$ cat config.mk
export PLATFORM = sky130hd
export DESIGN_NAME = rx_byte_word_packer
export DESIGN_NICKNAME = d
export VERILOG_FILES = /design/src/rtl/rx_byte_word_packer.sv
export SDC_FILE = /design/constraint.sdc
export NUM_CORES = 1
export LEC_CHECK = 0
export BUFFER_PORTS_ARGS = -buffer_cell sky130_fd_sc_hd__buf_2
export CORE_MARGIN = 3
export CORE_UTILIZATION = 63
export CTS_CLUSTER_SIZE = 20
export DETAILED_ROUTE_END_ITERATION = 7
export GPL_ROUTABILITY_DRIVEN = 1
export PLACE_DENSITY = 0.85
export SYNTH_ARGS = -nofsm -noshare
export SYNTH_HDL_FRONTEND = slang
export SYNTH_SLANG_ARGS = --single-unit
$ cat constraint.sdc
create_clock -name clock -period 11.5 [get_ports clock]
set_clock_uncertainty 0.1 [all_clocks]
set_input_delay 0 -clock clock [delete_from_list [all_inputs] [get_ports clock]]
set_output_delay 0 -clock clock [all_outputs]
set_load 0.02 [all_outputs]
$ cat src/rtl/rx_byte_word_packer.sv
// rx_byte_word_packer
// Packs the decoded PSDU byte stream from the dot11 receiver into 64-bit little-endian words
// for the host DMA path. After the FCS verdict one status word is appended. That word carries
// fcs_ok, the packet serial number, the received byte count and the header length.
//
// Ports
//   clock                    system clock
//   reset                    synchronous, active-high
//   enable                   low: all state held, no strobes issued
//   pkt_header_valid_strobe  start of packet; latches pkt_len and restarts packing
//   pkt_len[15:0]            PSDU length in bytes, sampled with the header strobe
//   byte_in[7:0]             decoded byte
//   byte_in_strobe           byte_in valid (single-cycle)
//   fcs_out_strobe           end of packet; fcs_ok valid this cycle
//   fcs_ok                   1 = CRC32 passed
//   word_out[63:0]           packed data word or status word (held between strobes)
//   word_out_strobe          word_out valid (single-cycle)
//   word_last                qualifies word_out_strobe: this is the status word
//   pkt_sn[SN_WIDTH-1:0]     serial number of the next packet to complete
module rx_byte_word_packer #(
  parameter int unsigned SN_WIDTH = 8,
  parameter logic [7:0]  PAD_BYTE = 8'h00
) (
  input  logic                clock,
  input  logic                reset,
  input  logic                enable,
  input  logic                pkt_header_valid_strobe,
  input  logic [15:0]         pkt_len,
  input  logic [7:0]          byte_in,
  input  logic                byte_in_strobe,
  input  logic                fcs_out_strobe,
  input  logic                fcs_ok,
  output logic [63:0]         word_out,
  output logic                word_out_strobe,
  output logic                word_last,
  output logic [SN_WIDTH-1:0] pkt_sn
);

  // StFlush:  the final data word (padded partial, or the word completed by the byte that
  //           arrived with the FCS strobe) is on the bus; the status word follows next edge.
  // StStatus: the status word is on the bus; the serial number advances on exit.
  typedef enum logic [1:0] {
    StIdle,
    StCollect,
    StFlush,
    StStatus
  } state_t;

  state_t              r_state;
  logic [63:0]         r_shift;
  logic [2:0]          r_lane;
  logic [15:0]         r_byte_cnt;
  logic [15:0]         r_pkt_len;
  logic                r_fcs_ok;
  logic [63:0]         r_word_out;
  logic                r_word_strobe;
  logic                r_word_last;
  logic [SN_WIDTH-1:0] r_pkt_sn;

  logic                w_accept;
  logic                w_word_full;
  logic [63:0]         w_shift_nxt;
  logic [63:0]         w_pad_word;
  logic [2:0]          w_lane_nxt;
  logic [15:0]         w_cnt_nxt;
  logic [7:0]          w_sn_byte;

  // Bytes beyond the advertised length are dropped and never counted.
  assign w_accept    = (r_state == StCollect) && byte_in_strobe && (r_byte_cnt < r_pkt_len);
  assign w_word_full = w_accept && (r_lane == 3'd7);
  assign w_lane_nxt  = r_lane + 3'(w_accept);
  assign w_cnt_nxt   = r_byte_cnt + 16'(w_accept);

  always_comb begin
    w_shift_nxt = r_shift;
    if (w_accept) begin
      w_shift_nxt[8*r_lane +: 8] = byte_in;
    end
  end

  // Partial word as it would look after this cycle's byte; unfilled lanes carry PAD_BYTE.
  always_comb begin
    w_pad_word = '0;
    for (int i = 0; i < 8; i++) begin
      w_pad_word[8*i +: 8] = (i < int'(w_lane_nxt)) ? w_shift_nxt[8*i +: 8] : PAD_BYTE;
    end
  end

  // The status word always carries an 8-bit serial field.
  if (SN_WIDTH >= 8) begin : g_sn_trunc
    assign w_sn_byte = r_pkt_sn[7:0];
  end else begin : g_sn_ext
    assign w_sn_byte = {{(8 - SN_WIDTH){1'b0}}, r_pkt_sn};
  end

  function automatic logic [63:0] status_word(input logic        ok,
                                              input logic [7:0]  sn,
                                              input logic [15:0] cnt,
                                              input logic [15:0] len);
    return {ok, 7'd0, sn, 16'd0, cnt, len};
  endfunction

  always_ff @(posedge clock) begin
    if (reset) begin
      r_state       <= StIdle;
      r_shift       <= '0;
      r_lane        <= '0;
      r_byte_cnt    <= '0;
      r_pkt_len     <= '0;
      r_fcs_ok      <= 1'b0;
      r_word_out    <= '0;
      r_word_strobe <= 1'b0;
      r_word_last   <= 1'b0;
      r_pkt_sn      <= '0;
    end else begin
      r_word_strobe <= 1'b0;
      r_word_last   <= 1'b0;
      if (enable) begin
        if (pkt_header_valid_strobe) begin
          // Restart; any packet in progress is abandoned without a status word.
          r_pkt_len  <= pkt_len;
          r_shift    <= '0;
          r_lane     <= '0;
          r_byte_cnt <= '0;
          r_state    <= StCollect;
          // A status word already on the bus still counts as a completed packet.
          if (r_state == StStatus) begin
            r_pkt_sn <= r_pkt_sn + SN_WIDTH'(1);
          end
        end else begin
          unique case (r_state)
            StIdle: begin
            end
            StCollect: begin
              r_shift    <= w_shift_nxt;
              r_lane     <= w_lane_nxt;
              r_byte_cnt <= w_cnt_nxt;
              if (w_word_full) begin
                r_word_out    <= w_shift_nxt;
                r_word_strobe <= 1'b1;
                r_shift       <= '0;
              end
              if (fcs_out_strobe) begin
                r_fcs_ok <= fcs_ok;
                if (w_word_full) begin
                  // Completed word goes out now; status on the following edge.
                  r_state <= StFlush;
                end else if (w_lane_nxt != 3'd0) begin
                  r_word_out    <= w_pad_word;
                  r_word_strobe <= 1'b1;
                  r_state       <= StFlush;
                end else begin
                  r_word_out    <= status_word(fcs_ok, w_sn_byte, w_cnt_nxt, r_pkt_len);
                  r_word_strobe <= 1'b1;
                  r_word_last   <= 1'b1;
                  r_state       <= StStatus;
                end
              end
            end
            StFlush: begin
              r_word_out    <= status_word(r_fcs_ok, w_sn_byte, r_byte_cnt, r_pkt_len);
              r_word_strobe <= 1'b1;
              r_word_last   <= 1'b1;
              r_state       <= StStatus;
            end
            StStatus: begin
              r_pkt_sn <= r_pkt_sn + SN_WIDTH'(1);
              r_state  <= StIdle;
            end
            default: r_state <= StIdle;
          endcase
        end
      end
    end
  end

  assign word_out        = r_word_out;
  assign word_out_strobe = r_word_strobe;
  assign word_last       = r_word_last;
  assign pkt_sn          = r_pkt_sn;

endmodule

# Word-level counts from Yosys, hierarchy flattened

Cells that the tools add are included.

Input bits: 31
Register bits after elaboration: 176

Bitwise operators: 2
$lt $le $gt $ge: 8
Shifts and indexed selects: 2
Reduce and logical (&&, ||, !) cells: 14
Multiplexer cells: 34
Eq/ne operators: 5
$add $sub $neg: 4

Operator list:

| operator                                                                 | count |
|---|---|
| 64-bit 2-to-1 mux                                                        | 8 |
| 64-bit one-hot mux with 2 select lines                                   | 1 |
| 64-bit bitwise mux                                                       | 1 |
| 8-bit by 34-bit variable shift with 64-bit output (first input constant) | 1 |
| 8-bit by 34-bit variable part select with 64-bit output                  | 1 |
| 8-bit 2-to-1 mux                                                         | 7 |
| 6-bit negation with 34-bit output                                        | 1 |
| 16-bit 2-to-1 mux                                                        | 2 |
| 16-bit by 1-bit adder with 16-bit output                                 | 1 |
| 16-bit < comparator                                                      | 1 |
| 3-bit < comparator (first input constant)                                | 3 |
| 8-bit by 1-bit adder with 8-bit output (second input constant)           | 1 |
| 1-bit 2-to-1 mux                                                         | 8 |
| 1-bit by 3-bit < comparator with 1-bit output (first input constant)     | 2 |
| 2-bit by 3-bit < comparator with 1-bit output (first input constant)     | 2 |
| 3-bit 2-to-1 mux                                                         | 2 |
| 2-bit one-hot mux with 3 select lines                                    | 1 |
| 2-bit AND reduction                                                      | 3 |
| 3-bit AND reduction                                                      | 2 |
| 2-bit equality test (second input constant)                              | 2 |
| 2-bit 2-to-1 mux                                                         | 2 |
| 1-bit one-hot mux with 2 select lines                                    | 2 |
| 4-bit AND reduction                                                      | 1 |
| 2-bit nonzero test                                                       | 2 |
| other kinds (9)                                                          | 12 |

# Logic depth before layout (Yosys ltp)

Gate-level depths: netlist of the first run.

Word-level depth: 10
Depth in mapped cells: 16
Mapped depth without buffers: 15

# Worst setup path before layout of the first run

OpenSTA, ideal clock, no wires.

Kind: register to register
Start point: reg r_pkt_len[15]
End point: reg r_word_out[30], in the netlist word_out[30]
Slack: 7.717 ns
Path buffers: 1
Period minus slack after synthesis: 3.783 ns
Stages on the path, launching flop included: 17
Setup time: 0.117 ns
Arrival: 3.566 ns
Path through: dfxtp_1 inv_1 ha_1 and4_1 nor3b_2 nor4b_2 nor3_1 ha_1 ha_1 and3_1 and3_1 clkbuf_1 and3_1 and3_1 xnor2_1 o221ai_1 a32o_1

Word-level cells in the longest chain between the ends: 9
Elaborated cells on any way between the ends: 14
Those cells by class: add/sub: 2; order compare: 2; mux: 7; reduce/logical: 3

RTL lines:

| element                                       | line | text |
|---|---|---|
| from (decl)                                   | 53   | `logic [15:0] r_pkt_len;` |
| from (signal assigned)                        | 121  | `r_pkt_len <= pkt_len;` |
| 16-bit < comparator (*)                       | 69   | `assign w_accept = (r_state == StCollect) && byte_in_strobe && (r_byte_cnt < r_pkt_len);` |
| 1-bit logical AND (*)                         | 69   |  |
| 3-bit by 1-bit adder with 3-bit output        | 71   | `assign w_lane_nxt = r_lane + 3'(w_accept);` |
| 2-bit by 3-bit < comparator with 1-bit output | 85   | `w_pad_word[8*i +: 8] = (i < int'(w_lane_nxt)) ? w_shift_nxt[8*i +: 8] : PAD_BYTE;` |
| 8-bit 2-to-1 mux                              | 85   |  |
| 64-bit 2-to-1 mux                             | 148  | `end else if (w_lane_nxt != 3'd0) begin` |
| 64-bit 2-to-1 mux                             | 145  | `if (w_word_full) begin` |
| 64-bit 2-to-1 mux (*)                         | 143  | `if (fcs_out_strobe) begin` |
| 64-bit one-hot mux with 2 select lines (*)    | 131  | `unique case (r_state)` |
| to (signal assigned)                          | 139  | `r_word_out <= w_shift_nxt;` |
| to (signal assigned)                          | 149  | `r_word_out <= w_pad_word;` |
| to (signal assigned)                          | 153  | `r_word_out <= status_word(fcs_ok, w_sn_byte, w_cnt_nxt, r_pkt_len);` |
| to (decl)                                     | 55   | `logic [63:0] r_word_out;` |

Every way passes the cells marked *; elsewhere a longest branch is shown, timed or not.
A chain may end at the register's enable or synchronous reset.

# Worst setup path in the final report of the first run

Start point: reg r_pkt_len[15]
End point: reg r_word_out[53], in the netlist word_out[53]

Word-level cells in the longest chain between the ends: 9
Elaborated cells on any way between the ends: 13
Those cells by class: add/sub: 1; order compare: 2; mux: 7; reduce/logical: 3

RTL lines:

| element                                    | line |
|---|---|
| 16-bit < comparator (*)                    | 69 |
| 1-bit logical AND (*)                      | 69 |
| 3-bit by 1-bit adder with 3-bit output     | 71 |
| 3-bit < comparator                         | 85 |
| 8-bit 2-to-1 mux                           | 85 |
| 64-bit 2-to-1 mux                          | 148 |
| 64-bit 2-to-1 mux                          | 145 |
| 64-bit 2-to-1 mux (*)                      | 143 |
| 64-bit one-hot mux with 2 select lines (*) | 131 |

Marked as above.

==> impl_metrics.ini, run 1 <==
[layout]
final_layout_size_suffix_gt1_share_pct = 14.9
layoutNonFillerInstCount = 1315
final-seq-area_um2 = 3520
fin_util_pct = 75.8
area_delta_synth_final_pct = 15.8
stdcell_area_um2 = 10200
multi_input_area_um2 = 4840
layout_common_cells = 176 x dfxtp_1, 141 x nand2_1, 104 x buf_2
nets = 1186
final_common_cell = dfxtp_1
fillers = 981

[sta]
slew_violations = 0
period_share_pct = 41.0
finalHoldViolCount = 0
layout_min_cycle_time_ns = 4.71
worst_pin_slew_ns = 1.21
finalSetupTns_ns = 0
max_freq_mhz = 212
finalSetupViolCount = 0
relSlewSlack_pct = 18.7
rsz0062_at_grt = no

[floorplan]
die_area_um2 = 15400
coreArea_um2 = 13400
start_util_pct = 65.4
die_height_um = 124
io_pins = 105
die_w_um = 124
rows = 42

[global_routing]
first_global_vias = 7943
overflow = 0
grt_pass1_wl_um = 41400
grt_max_degree = 77
grt_use_total_pct = 34.7
antenna_found_initial = 1

[yosys]
ys_types = 62
synth_area_um2 = 8770
ys.flop_type = dfxtp_1
synth_warnings = 0
ys_seq_area_share_pct = 40.2
ys_seq_elements = 176
synth_top_cell_by_area = dfxtp_1
yosysTopAreaCellShare_pct = 40.2
synth_cells = 1033
async_flop_share_pct = 0
syn_area_per_cell_um2 = 8.49
synth-edff-count = 0
synthTopCellsByArea = dfxtp_1 40%, nand2_1 6.0%, mux2i_1 4.7%, a21oi_1 4.5%, ha_1 4.0%
synth.net_count = 1092

[clock_tree]
h-tree-depth = 4
cts_buffer_depth = 2
cts.sinks = 176
clkLatencyLatePin_ns = 0.44
cts_hold_buffers = 31
postCtsSetupBuffers = 0
cts_resized = 0
clk_pin_slew_worst_paths_ns = 0.06
cts_made_buffers = 17
cts_root_buf = clkbuf_16
cts_tree = built

[setup_path]
r2r_slack_ns = 6.79
worstPathArrival_ns = 4.88
critical_path_class = flip-flop to flip-flop
crit_path_end_kind = flip-flop
crit_required_ns = 11.67
crit_fanout = 24
startpoint_type = flip-flop

[place]
io_buffers = 104
hpwl_um = 17600
dp_cells = 1253
gp_congestion = 0.916
dpl_cell_area_um2 = 9290

[power_and_ir_drop]
fin_total_pwr_mw = 1.27
p_comb_share_pct = 8.1
p_per_area_nw_per_um2 = 125
p_int_uw = 958
power.leakage_nw = 4.09
seqPwrFrac_pct = 48.5
p_sw_share_pct = 24.7
switching_power_uw = 314
vdd_drop_max_mv = 0.113
clkPwrFrac_pct = 43.4

[routing]
via_count = 8562
drt-total-wl_um = 26600
antenna_left = 0
dr.pass1.iters = 6
drt_iter0_drc = 1164
post_drt_wl_per_cell_um = 20.2
viasPerCell = 6.51
drc = 0

[run_status]
status = completed

[flow_run]
maxCapViolCount = 0

[hold_path]
hold_path_class = primary input to flip-flop
-- cells in the mapped netlist (4+ instances only) --
master,number
o21ai_0,61
o31ai_1,14
dfxtp_1,176
mux2i_1,41
nor3_2,5
buf_2,19
a22oi_1,24
xnor2_1,15
nand2_1,141
or3_1,8
o221ai_1,32
o21ai_1,10
mux2_2,4
a22o_1,27
buf_1,5
a21oi_1,78
nand3_1,21
a21o_1,20
nand2b_1,10
or4_1,4
clkbuf_1,41
inv_1,35
nor2_1,63
nor3_1,11
and3_1,11
ha_1,28
nor4_1,6
a32o_1,8
nand4_1,20
and2_1,37
xor2_1,6
-- final cells by class --
type	count	area share [%]
Sequential cell	176	34.7
Clock buffer	21	4.63
Multi-Input combinational cell	755	47.7
Clock inverter	9	0.826
Timing Repair Buffer	140	8.55
Tap cell	176	2.17
Inverter	37	1.37
Antenna cell	1	0.0246
-- per-layer routing --
layer	up-vias	wire length [um]	GRT usage, %
met5	-	0	0
met4	0	941	14.5
met3	93	2610	8.13
met2	496	12800	57.4
met1	4048	10200	43.6
li1	3925	-	-
-- critical path, stage by stage (launching register included) --
cell and delay [ns]:
dfxtp_1 0.33, inv_1 0.06, ha_1 0.30, and4_1 0.25, nor3b_2 0.26, nor4b_2 0.55, nor3_1 0.25, ha_1 0.25
ha_1 0.21, xor2_1 0.35, nor3_1 0.19, and3_1 0.32, o21ai_2 0.89, o221ai_1 0.22
-- kinds of logic (layout without fill, tap and decap cells) --
kind of cell             after synthesis  count (layout)  share of synthesized area (%)
AND/OR/NAND/NOR                      358             358                           20.4
AO/OA/AOI/OAI                        303             303                           23.5
flip-flops                           176             176                           40.2
buffers and inverters                102             207                           4.64
multiplexers                          45              45                           5.20
adder cells (fa/ha/maj)               28              28                           4.00
XOR/XNOR                              21              21                           2.10
other                                  0               1                              0
-- final timing paths --
| path | startpoint | to | cells after the start |
|---|---|---|---|
| min | pkt_len[1] | r_pkt_len[1]$_SDFFE_PP0P_ | 4 |
| max | r_pkt_len[15]$_SDFFE_PP0P_ | word_out[53]$_SDFFE_PP0P_ | 13 |
| max reg2reg | r_pkt_len[15]$_SDFFE_PP0P_ | word_out[53]$_SDFFE_PP0P_ | 13 |
| min reg2reg | word_out[43]$_SDFFE_PP0P_ | word_out[43]$_SDFFE_PP0P_ | 2 |
-- sequential cells by signal, summed over array words and instances, names as in the netlist --
name,count
r_byte_cnt,16
r_lane,3
r_shift,64
word_out_strobe,1
pkt_sn,8
word_out,64
r_fcs_ok,1
r_pkt_len,16
word_last,1
r_state,2
-- power by group through the flow --
stage               Sequential [mW]  Combinational (mW)  Clock, mW
finish                        0.617               0.104      0.552
global route                  0.617               0.111      0.573
CTS                           0.617               0.100      0.550
detailed placement            0.631              0.0919          0
global placement              0.630              0.0908          0
floorplan                     0.631              0.0611          0
-- metrics by stage --
stage | setup WS (ns) | hold slack [ns]
floorplan | 7.72 | 0.0257
global placement | 7.10 | 0.143
detailed placement | 6.83 | 0.151
CTS | 6.89 | 0.253
global route | 6.41 | 0.267
finish | 6.79 | 0.247
Note: power is estimated with default switching activity, not from simulation.
==> run 2: changes to the inputs <==
Settings changed: ABC_AREA set to 1, CORE_UTILIZATION 63 to 55, PLACE_DENSITY 0.85 to 0.78.
Clock period 11.5 ns to 3.8 ns, I/O delays scaled along.
==> run 2 against run 1 <==
Via count grew 42%. Highest routed layer unchanged. Critical endpoint is now word_out[27]$_SDFFE_PP0P_. Routed wire length grew 27%. Maximum frequency rose by 35%. Count of clock-buffer cells in the layout is 2 lower.
==> impl_metrics.ini, run 2 <==
[clock_tree]
cts_tree = built
clk_pin_slew_worst_paths_ns = 0.07
cts.sinks = 176
clkLatencyLatePin_ns = 0.45
cts_root_buf = clkbuf_16
h-tree-depth = 4
cts_made_buffers = 17
cts_buffer_depth = 2

[routing]
drc = 0
drt_iter0_drc = 1415
drt-total-wl_um = 33800
dr.pass1.iters = 6
viasPerCell = 5.62
antenna_left = 0
post_drt_wl_per_cell_um = 15.6
via_count = 12144

[yosys]
synth_cells = 1831
synth-edff-count = 0
ys_types = 35
synth.net_count = 1890
syn_area_per_cell_um2 = 5.98
synth_commonest_cells = 635 x nand2_1, 243 x a21oi_1, 176 x dfxtp_1
synth_warnings = 0
ys.flop_type = dfxtp_1
ys_seq_area_share_pct = 32.2
synthTopCellsByArea = dfxtp_1 32%, nand2_1 22%, a21oi_1 11%, nor2_1 5.6%, nand3_1 4.7%
yosysTopAreaCellShare_pct = 32.2
yosysMostFrequentCell = nand2_1
async_flop_share_pct = 0
ys_seq_elements = 176
synth_area_um2 = 10900
synth_top_cell_by_area = dfxtp_1

[layout]
fillers = 1819
final_common_cell = nand2_1
final_layout_size_suffix_gt1_share_pct = 9.94
nets = 1947
area_delta_synth_final_pct = 12.9
n_antenna_cell = 0
layout_common_cells = 635 x nand2_1, 242 x a21oi_1, 176 x dfxtp_1

[place]
hpwl_um = 22500
gp_congestion = 0.932
dp_slack_ns = 0.288
io_buffers = 104

[global_routing]
first_global_vias = 10580
overflow = 0
grt_pass1_wl_um = 54700
grt_use_total_pct = 30.5
antenna_found_initial = 0
grt_max_degree = 108

[sta]
finalHoldViolCount = 0
rsz0062_at_grt = no
worst_pin_slew_ns = 1.16
layout_min_cycle_time_ns = 3.48
finalSetupViolCount = 0
finalSetupTns_ns = 0
max_freq_mhz = 287
relSlewSlack_pct = 22.9
period_share_pct = 91.6
finalWorstSetupSlack_ns = 0.320
slew_violations = 0

[setup_path]
startpoint_type = flip-flop
slowest_stage = dfxtp_1
worstPathArrival_ns = 3.75
crit_top_cell = nand2_1
slowest_delay_ns = 0.33
crit_path_end_kind = flip-flop
critical_path_class = flip-flop to flip-flop
crit_required_ns = 4.07
cp_cell_sequence = inv_1, ha_1, nand2_1, inv_1, o21ai_1, a21oi_2, nor2_4, nand2_2, inv_2, ha_1, ha_1, or2_1, nand2_1, inv_2, nor2_1, inv_2, nor2_4, buf_4, nand4_1, nand2_1, inv_1, nand2_1, nand2_1, a21oi_1
crit_fanout = 15

[power_and_ir_drop]
power.leakage_nw = 5.36
vdd_drop_max_mv = 0.321
p_per_area_nw_per_um2 = 337

[floorplan]
die_height_um = 147
die_w_um = 147
die_area_um2 = 21600
coreArea_um2 = 19100
start_util_pct = 57.2
io_pins = 105
rows = 50

[run_status]
status = completed

[hold_path]
hold_path_class = primary input to flip-flop

[flow_run]
maxCapViolCount = 0
## run 2: layout make-up
type                    instances  area (um^2)  share of cell area (%)
multi-input cells            1391         6380                    51.7
flip-flops and latches        176         3520                    28.5
repair buffers                153          956                    7.74
inverters                     149          559                    4.53
clock buffers                  19          443                    3.59
well taps                     260          325                    2.63
clock inverters                13          163                    1.32
## run 2: worst max-delay path: cells and delay by family, from the launching register on
kind | cells | cell delay [ns]
DFF | 1 | 0.33
adders and majority gates | 3 | 0.68
and+or+nand+nor | 11 | 1.19
AOI/OAI and AO/OA | 3 | 0.37
buffers and inverters | 7 | 0.75
## run 2: kinds of logic (layout without fill, tap and decap cells)
family | Yosys count | after routing | share of synthesized area (%)
AOI/OAI and AO/OA | 351 | 351 | 16.4
buffers and inverters | 264 | 334 | 9.57
xor gates and xnor gates | 12 | 12 | 0.960
DFF | 176 | 176 | 32.2
adders and majority gates | 28 | 28 | 3.20
and+or+nand+nor | 1000 | 1000 | 37.7
## run 2: final timing paths
path,from,endpoint,slack (ns),cells past startpoint
max,r_pkt_len[10]$_SDFFE_PP0P_,word_out[27]$_SDFFE_PP0P_,0.32,24
max reg2reg,r_pkt_len[10]$_SDFFE_PP0P_,word_out[27]$_SDFFE_PP0P_,0.32,24
min reg2reg,r_shift[7]$_SDFFE_PP0P_,r_shift[7]$_SDFFE_PP0P_,0.37,2
min,reset,r_shift[47]$_SDFFE_PP0P_,0.003,2
## run 2: power breakdown
part,internal (mW),switching [mW],leakage (nW)
Sequential,1.86,0.0147,1.42
Combinational,0.128,0.314,3.65
Clock,1.05,0.791,0.289
## run 2: per-layer routing
metal  wire length (um)  up-vias  GRT usage [%]
met2              15000      601           46.9
met4               1150        0           10.7
met5                  0        -              0
met1              14500     5443           43.2
met3               3190       89           5.43
li1                   -     6011              -
## run 2: repair_timing
action | CTS | global route
setup buffers | 0 | 4
hold buffers | 21 | 0
setup endpoints to repair | 0 | 20
endpoints found under the hold margin | 23 | 0
resized for setup | 0 | 2
## run 2: metrics by stage
| step | total power, mW | hold WS (ns) | area (um^2) | instances | utilization (%) |
|---|---|---|---|---|---|
| finish | 4.17 | 0.00327 | 12400 | 2161 | 64.5 |
| global route | 4.29 | 0.0492 | 12400 | 2161 | 64.5 |
| CTS | 4.16 | 0.0189 | 12300 | 2157 | 64.3 |
| detailed placement | 2.33 | 0.172 | 11500 | 2104 | 60.1 |
| global placement | 2.33 | 0.157 | 11500 | 2104 | 60.1 |
| floorplan | 2.20 | 0.0599 | 10900 | 1831 | - |
